## config.mk

```make
export PLATFORM = sky130hd
export DESIGN_NAME = segrw_initiator
export DESIGN_NICKNAME = d
export VERILOG_FILES = /design/src/rtl/segrw_initiator.sv
export SDC_FILE = /design/constraint.sdc
export NUM_CORES = 1
export LEC_CHECK = 0
export ABC_AREA = 0
export BUFFER_PORTS_ARGS = -buffer_cell sky130_fd_sc_hd__buf_4
export CORE_ASPECT_RATIO = 0.7
export CORE_MARGIN = 2
export CORE_UTILIZATION = 23
export DETAILED_ROUTE_END_ITERATION = 8
export PLACE_DENSITY = 0.47
export RECOVER_POWER = 100
export SETUP_SLACK_MARGIN = 0.02
export SYNTH_ARGS = -nofsm -noshare
export SYNTH_HDL_FRONTEND = slang
export SYNTH_SLANG_ARGS = --single-unit
export TNS_END_PERCENT = 20
```

## constraint.sdc

```tcl
create_clock -name clock -period 1.77 [get_ports clock]
set_input_delay 0.177 -clock clock [delete_from_list [all_inputs] [get_ports clock]]
set_output_delay 0.177 -clock clock [all_outputs]
set_load 0.005 [all_outputs]
```

## src/rtl/segrw_initiator.sv

```systemverilog
// segrw_initiator: initiator side of a segment read/write token stream.
// Expands burst commands (base, length, read/fill-write) into per-address
// segment tokens with address wrap-around. In-flight reads are limited by a
// credit counter, and returned read data goes out in order through a
// one-entry registered buffer.
//
// Ports:
//   clock, reset                  rising-edge clock, async active-low reset
//   cmd_addr/data/write/len       burst command payload (len = words - 1)
//   cmd_valid / cmd_ready         command handshake
//   addr_d/dataW_d/write_d        registered segment token fields
//   seg_valid / seg_ready         segment token handshake
//   dataR_d, dataR_valid/ready    read data returned by the segment
//   rd_data, rd_valid/rd_ready    read result to downstream
//   burst_done                    one-cycle pulse after a burst's last token
//   err_unexp                     sticky: read data seen with nothing outstanding
module segrw_initiator #(
    parameter int unsigned ADDR_W  = 4,
    parameter int unsigned DATA_W  = 8,
    parameter int unsigned LEN_W   = 4,
    parameter int unsigned MAX_OUT = 4
) (
    input  logic              clock,
    input  logic              reset,
    input  logic [ADDR_W-1:0] cmd_addr,
    input  logic [DATA_W-1:0] cmd_data,
    input  logic              cmd_write,
    input  logic [LEN_W-1:0]  cmd_len,
    input  logic              cmd_valid,
    output logic              cmd_ready,
    output logic [ADDR_W-1:0] addr_d,
    output logic [DATA_W-1:0] dataW_d,
    output logic              write_d,
    output logic              seg_valid,
    input  logic              seg_ready,
    input  logic [DATA_W-1:0] dataR_d,
    input  logic              dataR_valid,
    output logic              dataR_ready,
    output logic [DATA_W-1:0] rd_data,
    output logic              rd_valid,
    input  logic              rd_ready,
    output logic              burst_done,
    output logic              err_unexp
);

    localparam int unsigned CNT_W = 3;
    localparam logic [CNT_W-1:0] MAX_CNT = CNT_W'(MAX_OUT);

    localparam logic [0:0] IDLE  = 1'b0;
    localparam logic [0:0] ISSUE = 1'b1;

    logic [0:0]        state;
    logic [0:0]        state_nxt;
    logic [LEN_W-1:0]  remaining;
    logic [LEN_W-1:0]  remaining_nxt;
    logic [CNT_W-1:0]  outstanding;
    logic [CNT_W-1:0]  outstanding_nxt;
    logic [ADDR_W-1:0] addr_nxt;
    logic [DATA_W-1:0] dataw_nxt;
    logic              write_nxt;
    logic              cmd_ready_nxt;
    logic              seg_valid_nxt;
    logic              burst_done_nxt;
    logic              err_unexp_nxt;
    logic              rd_valid_nxt;
    logic [DATA_W-1:0] rd_data_nxt;

    logic cmd_fire;
    logic tok_fire;
    logic rd_tok_fire;
    logic rsp_fire;

    // Return buffer can take a word when empty or draining this cycle.
    assign dataR_ready = !rd_valid || rd_ready;

    assign cmd_fire    = cmd_valid && cmd_ready;
    assign tok_fire    = seg_valid && seg_ready;
    assign rd_tok_fire = tok_fire && !write_d;
    assign rsp_fire    = dataR_valid && dataR_ready;

    // Next-state, credit and output computation.
    always_comb begin
        state_nxt      = state;
        remaining_nxt  = remaining;
        addr_nxt       = addr_d;
        dataw_nxt      = dataW_d;
        write_nxt      = write_d;
        burst_done_nxt = 1'b0;
        outstanding_nxt = outstanding;
        rd_valid_nxt   = rd_valid;
        rd_data_nxt    = rd_data;

        // Simultaneous issue and return cancel; a return with nothing
        // outstanding is flagged and the counter is held at zero.
        if (rd_tok_fire && !rsp_fire) begin
            outstanding_nxt = outstanding + CNT_W'(1);
        end else if (!rd_tok_fire && rsp_fire && (outstanding != '0)) begin
            outstanding_nxt = outstanding - CNT_W'(1);
        end
        err_unexp_nxt = err_unexp || (rsp_fire && (outstanding == '0));

        if (rsp_fire) begin
            rd_valid_nxt = 1'b1;
            rd_data_nxt  = dataR_d;
        end else if (rd_ready) begin
            rd_valid_nxt = 1'b0;
        end

        case (state)
            IDLE: begin
                if (cmd_fire) begin
                    state_nxt     = ISSUE;
                    addr_nxt      = cmd_addr;
                    dataw_nxt     = cmd_data;
                    write_nxt     = cmd_write;
                    remaining_nxt = cmd_len;
                end
            end
            ISSUE: begin
                if (tok_fire) begin
                    addr_nxt      = addr_d + ADDR_W'(1);
                    remaining_nxt = remaining - LEN_W'(1);
                    if (remaining == '0) begin
                        state_nxt      = IDLE;
                        burst_done_nxt = 1'b1;
                    end
                end
            end
            default: begin
                state_nxt = IDLE;
            end
        endcase

        cmd_ready_nxt = (state_nxt == IDLE);
        // Reads stall once the credit pool is exhausted; writes never stall.
        seg_valid_nxt = (state_nxt == ISSUE) && (write_nxt || (outstanding_nxt != MAX_CNT));
    end

    // State and registered outputs.
    always_ff @(posedge clock or negedge reset) begin
        if (!reset) begin
            state       <= IDLE;
            remaining   <= '0;
            outstanding <= '0;
            addr_d      <= '0;
            dataW_d     <= '0;
            write_d     <= 1'b0;
            cmd_ready   <= 1'b0;
            seg_valid   <= 1'b0;
            burst_done  <= 1'b0;
            err_unexp   <= 1'b0;
            rd_valid    <= 1'b0;
            rd_data     <= '0;
        end else begin
            state       <= state_nxt;
            remaining   <= remaining_nxt;
            outstanding <= outstanding_nxt;
            addr_d      <= addr_nxt;
            dataW_d     <= dataw_nxt;
            write_d     <= write_nxt;
            cmd_ready   <= cmd_ready_nxt;
            seg_valid   <= seg_valid_nxt;
            burst_done  <= burst_done_nxt;
            err_unexp   <= err_unexp_nxt;
            rd_valid    <= rd_valid_nxt;
            rd_data     <= rd_data_nxt;
        end
    end

    // Credit pool never overflows.
    a_credit_max: assert property (@(posedge clock) disable iff (!reset)
        outstanding <= MAX_CNT);

    // A presented token holds still until consumed.
    a_token_stable: assert property (@(posedge clock) disable iff (!reset)
        (seg_valid && !seg_ready) |=>
            (seg_valid && $stable(addr_d) && $stable(dataW_d) && $stable(write_d)));

endmodule

```

### After elaboration in Yosys (flattened, before gate mapping)

Cells that the tools add are included.

* register bits after elaboration: 34
* input bits: 31
* output and inout bits: 27
* word-level logic and storage cells: 62

* add/sub/neg operators: 4
* equality and inequality tests: 3
* multiplexer cells: 19
* bitwise logic cells: 2
* reductions and logical operators: 22

Operators by type and width (number)
* 2-to-1 mux 4 bit: 4
* one-hot mux 4 bit (2 select lines): 2
* 2-to-1 mux 1 bit: 10
* logical AND 1 bit: 9
* 2-to-1 mux 3 bit: 2
* adder 4 x 1 -> 4 bit (second input constant): 1
* zero test 1 bit: 4
* zero test 4 bit: 1
* AND reduction 2 bit: 2
* subtractor 4 x 1 -> 4 bit (second input constant): 1
* adder 3 x 1 -> 3 bit (second input constant): 1
* zero test 3 bit: 1
* logical OR 1 bit: 3
* inequality test 3 bit (second input constant): 1
* nonzero test 3 bit: 1
* subtractor 3 x 1 -> 3 bit (second input constant): 1
* inequality test 2 x 1 -> 1 bit (second input constant): 1
* inequality test 2 bit (second input constant): 1
* inverter 1 bit: 2
* one-hot mux 1 bit (2 select lines): 1
* nonzero test 2 bit: 1

### Depth between registers and ports, before layout

* depth after elaboration: 10
* depth in mapped cells: 7
* depth with buffers taken out: 7

### Worst setup path after synthesis

No wires, ideal clock.

* path type: flip-flop to flip-flop
* start: register outstanding[1]
* end: register seg_valid
* library setup time: 0.139 ns
* arrival time: 1.207 ns
* required time: 1.631 ns
* path slack: 0.425 ns
* cell stages (with the launch flop): 8
* buffers on the path: 0
* period minus slack after synthesis: 1.345 ns
* cells stage by stage: dfrtp_1 > inv_1 > ha_1 > nand2b_1 > nand4_1 > o211ai_1 > o31a_1 > a41oi_2

* longest elaborated chain between the ends: 7
* elaborated cells between the ends (all ways): 9
* those cells by class: add/sub (2); eq/ne (1); mux (2); reduce/logical (4)

Ends and longest elaborated chain
* from (decl): RTL line 56 `logic [CNT_W-1:0] outstanding;`
* from (signal assigned): RTL line 157 `outstanding <= outstanding_nxt;`
* branches (longest 3 deep; another with subtractor 3 x 1 -> 3 bit)
* 2-to-1 mux 3 bit (*): RTL line 95 `if (rd_tok_fire && !rsp_fire) begin`
* inequality test 3 bit (*): RTL line 136 `seg_valid_nxt = (state_nxt == ISSUE) && (write_nxt || (outstanding_nxt != MAX_CNT));`
* logical OR 1 bit (*): RTL line 136
* logical AND 1 bit (*): RTL line 136
* net seg_valid_nxt: RTL line 62 `logic seg_valid_nxt;`
* to (signal assigned): RTL line 162 `seg_valid <= seg_valid_nxt;`
* to (decl): RTL line 34 `output logic seg_valid,`

Mark *: on every way through the listed nets, which the timed path passes.
A chain may end at the register's enable or synchronous reset.

### Worst setup path in the final report

* start: register rd_valid
* end: register seg_valid

* longest elaborated chain between the ends: 10
* elaborated cells between the ends (all ways): 12
* those cells by class: eq/ne (1); mux (2); reduce/logical (9)

Ends and longest elaborated chain
* from (decl): RTL line 40 `output logic rd_valid,`
* from (signal assigned): RTL line 165 `rd_valid <= rd_valid_nxt;`
* zero test 1 bit (*): RTL line 74 `assign dataR_ready = !rd_valid || rd_ready;`
* logical OR 1 bit (*): RTL line 74
* logical AND 1 bit (*): RTL line 79 `assign rsp_fire = dataR_valid && dataR_ready;`
* logical AND 1 bit (2 in series): RTL line 97 `end else if (!rd_tok_fire && rsp_fire && (outstanding != '0)) begin`
* 2-to-1 mux 3 bit: RTL line 97
* 2-to-1 mux 3 bit (*): RTL line 95
* net outstanding_nxt[2]: RTL line 57 `logic [CNT_W-1:0] outstanding_nxt;`
* inequality test 3 bit (*): RTL line 136
* logical OR 1 bit (*): RTL line 136
* logical AND 1 bit (*): RTL line 136
* net seg_valid_nxt: RTL line 62

Mark *: on every way through the listed nets, which the timed path passes. The rest lies on a longest branch.

==> flow_summary_export.csv <==
group,metric,value,unit
synthesis,synth_fp_nets,187,
routing,vias,1281,
critical_path,r2r_slack,270,ps
floorplan,start_util,23.78,%
clock_tree,cts_resized,0,
grt,first_global_vias,1283,
critical_path,crit_fanout,8,
floorplan,ios,58,
pwr,ir_drop,0.3756,mV
routing,postRouteAntennaNets,0,
floorplan,coreArea,0.006788,mm²
grt,grt-ovfl-total,0,
clock_tree,cts_setup_buffers,0,
floorplan,die-width,104.1,µm
finish,final_cell_mix,"nand2_1, dfrtp_1, buf_4",
clock_tree,clock_sinks,34,
finish,multiInputGateArea,673.1,µm²
timing,hold_violations,0,
synthesis,synth-seq-area-share,52.71,%
timing,tns,0,ps
finish,ff_latch_area,850.8,µm²
pwr,total_power,3.332,mW
clock_tree,cts_buffers,5,
timing,setup-violations-final,0,
routing,wl,3767,µm
synthesis,syn-mean-instance-area,10.76,µm²
synthesis,netlist_area,0.001614,mm²
clock_tree,cts_tree,"yes",
finish,drive_gt1_share,35.05,%
clock_tree,insertion_delay,290,ps
timing,maxSlewHeadroom,41.24,%
finish,layout_commonest_cell,"nand2_1",
critical_path,rr_endpoint,"seg_valid",
floorplan,dieArea,0.007715,mm²
placement,place.port_buffers,57,
synthesis,synth_cells,150,
placement,routabilityCongestion,0.8041,
synthesis,synth_cell_types,38,
synthesis,synth-main-ff-cell,"dfrtp_1",
clock_tree,cts_max_path_buffers,2,
critical_path,critPathRequiredTime,1920,ps
clock_tree,path_clk_slew,70,ps
finish,nets,250,
synthesis,synth-edff-count,0,
routing,viasPerCell,4.159,
grt,grtUsageTotal,10.73,%
hold_path,worstHoldStart,"cmd_data[0]",
synthesis,synth.yosys.warnings,0,
hold_path,hold_depth,3,
timing,post-route-period-util,84.78,%
finish,antenna_cells,0,
timing,rsz0062_at_grt,"false",
synthesis,ys_seq_elements,34,
pwr,p_leak,1.097,nW
routing,drc_errors,0,
timing,finalCriticalPeriod,1501,ps
finish,n_fill_cell,711,
critical_path,ff2ff_path_depth,5,
critical_path,critical_path_class,"register to register",
pwr,power_density,1479,mW/mm²
finish,syn_to_final_growth,39.61,%
timing,worstMarginPinSlew,881.5,ps
grt,grt_pass1_wl,6285,µm
placement,dp_hpwl,2842,µm
floorplan,rows,25,
job,max_cap_viol_count,0,
finish,final_core_util,33.20,%
outcome,outcome,"completed",
hold_path,min_path_type,"input port to register",
critical_path,worstSetupEndpointType,"register",
synthesis,synthArstFlopShare,100.0,%
clock_tree,htree_num_levels,2,
grt,antenna_found_initial,0,
hold_path,holdPathEnd,"dataW_d[0]",
routing,avgRoutedWirePerCell,12.23,µm
critical_path,r2r_start,"rd_valid",
timing,finalMaxSlewViolations,0,
timing,fin_skew,7.082,ps
grt,grt_max_degree,35,
routing,dr.first_iter.drc_count,82,
timing,fmax,0.6664,GHz
floorplan,die_h,74.09,µm
clock_tree,cts_root_buf,"clkbuf_8",
routing,firstDrtPassIters,4,
critical_path,worstPathArrival,1650,ps
critical_path,start_kind,"register",
## cells in the mapped netlist, drive strengths merged, types with 2 or more instances
cell    instances  share of area [%]
nor2            3               0.70
buf             3                1.3
mux2i           4                2.5
dfrtp          34                 53
inv            10                2.3
a21oi           4                2.2
nand2          36                8.5
a32oi           2                1.1
mux2            8                5.6
o21ai          10                3.1
a31oi           2               0.78
nand3           4                1.2
nand2b          3                1.6
ha              6                4.7
and3            3                1.5
nor2b           2               0.78
## per-stage QoR
stage | area, µm² | setup WS [ps] | cells | hold WS, ps
after CTS | 2302 | 267.9 | 308 | 66.16
after global placement | 2150 | 331.0 | 299 | 164.1
after detailed placement | 2150 | 291.1 | 299 | 164.2
after floorplan | 1614 | 424.5 | 150 | -118.6
final | 2253 | 269.4 | 308 | 76.10
after global routing | 2253 | 126.2 | 308 | 64.45
## area by class of cell
type                            count  share of cell area (%)
Clock buffer                        6                   3.665
Multi-Input combinational cell    102                   29.87
Tap cell                           94                   5.219
Clock inverter                      2                   2.665
Timing Repair Buffer               60                   19.16
Sequential cell                    34                   37.76
Inverter                           10                   1.666
## sequential cells by signal, indices dropped and copies added, names as in the netlist
signal and flops:
dataW_d 8, rd_data 8, addr_d 4, remaining 4, outstanding 3, burst_done 1
cmd_ready 1, err_unexp 1, rd_valid 1, seg_valid 1, state 1, write_d 1
## where the power goes
group          switching [mW]  total, mW  internal [mW]
Sequential              0.227       1.28           1.05
Clock                   0.287      0.887          0.601
Combinational           0.564       1.16          0.600
Total                    1.08       3.33           2.26
## how the worst max path moves through the flow
stage                         startpoint         to  slack (ps)
after floorplan           outstanding[1]  seg_valid         420
after detailed placement  outstanding[1]  seg_valid         290
final                           rd_valid  seg_valid         270
after CTS                 outstanding[1]  seg_valid         270
after global placement    outstanding[1]  seg_valid         330
after global routing      outstanding[1]  seg_valid         130
## metal layers
| layer | share of wire [%] | track usage (%) | up-vias |
|---|---|---|---|
| met5 | 0 | 0 | - |
| met4 | 1.4 | 5.405 | 0 |
| met3 | 5.8 | 3.944 | 4 |
| met2 | 42 | 15.06 | 40 |
| met1 | 51 | 14.61 | 595 |
| li1 | - | - | 642 |
## timing repair
| item | 4_1_cts | 5_1_grt |
|---|---|---|
| endpoints found under the hold margin | 34 | 0 |
| hold buffers | 1 | 0 |
| endpoints found under the setup margin | 0 | 0 |
## cell families after synthesis
kind of cell,synth area share (%)
flops,52.71
buf+inv,3.876
xor+xnor,0.5427
compound gates,12.09
mux,8.062
simple gates,18.06
fa+ha+maj,4.651
## worst max-delay path: stages (launching register included)
cell	delay (ps)
dfrtp_1	380
nand2b_1	270
a21oi_4	120
a22o_1	240
a21oi_1	230
a41oi_1	130
(Power assumes the default switching activity.)
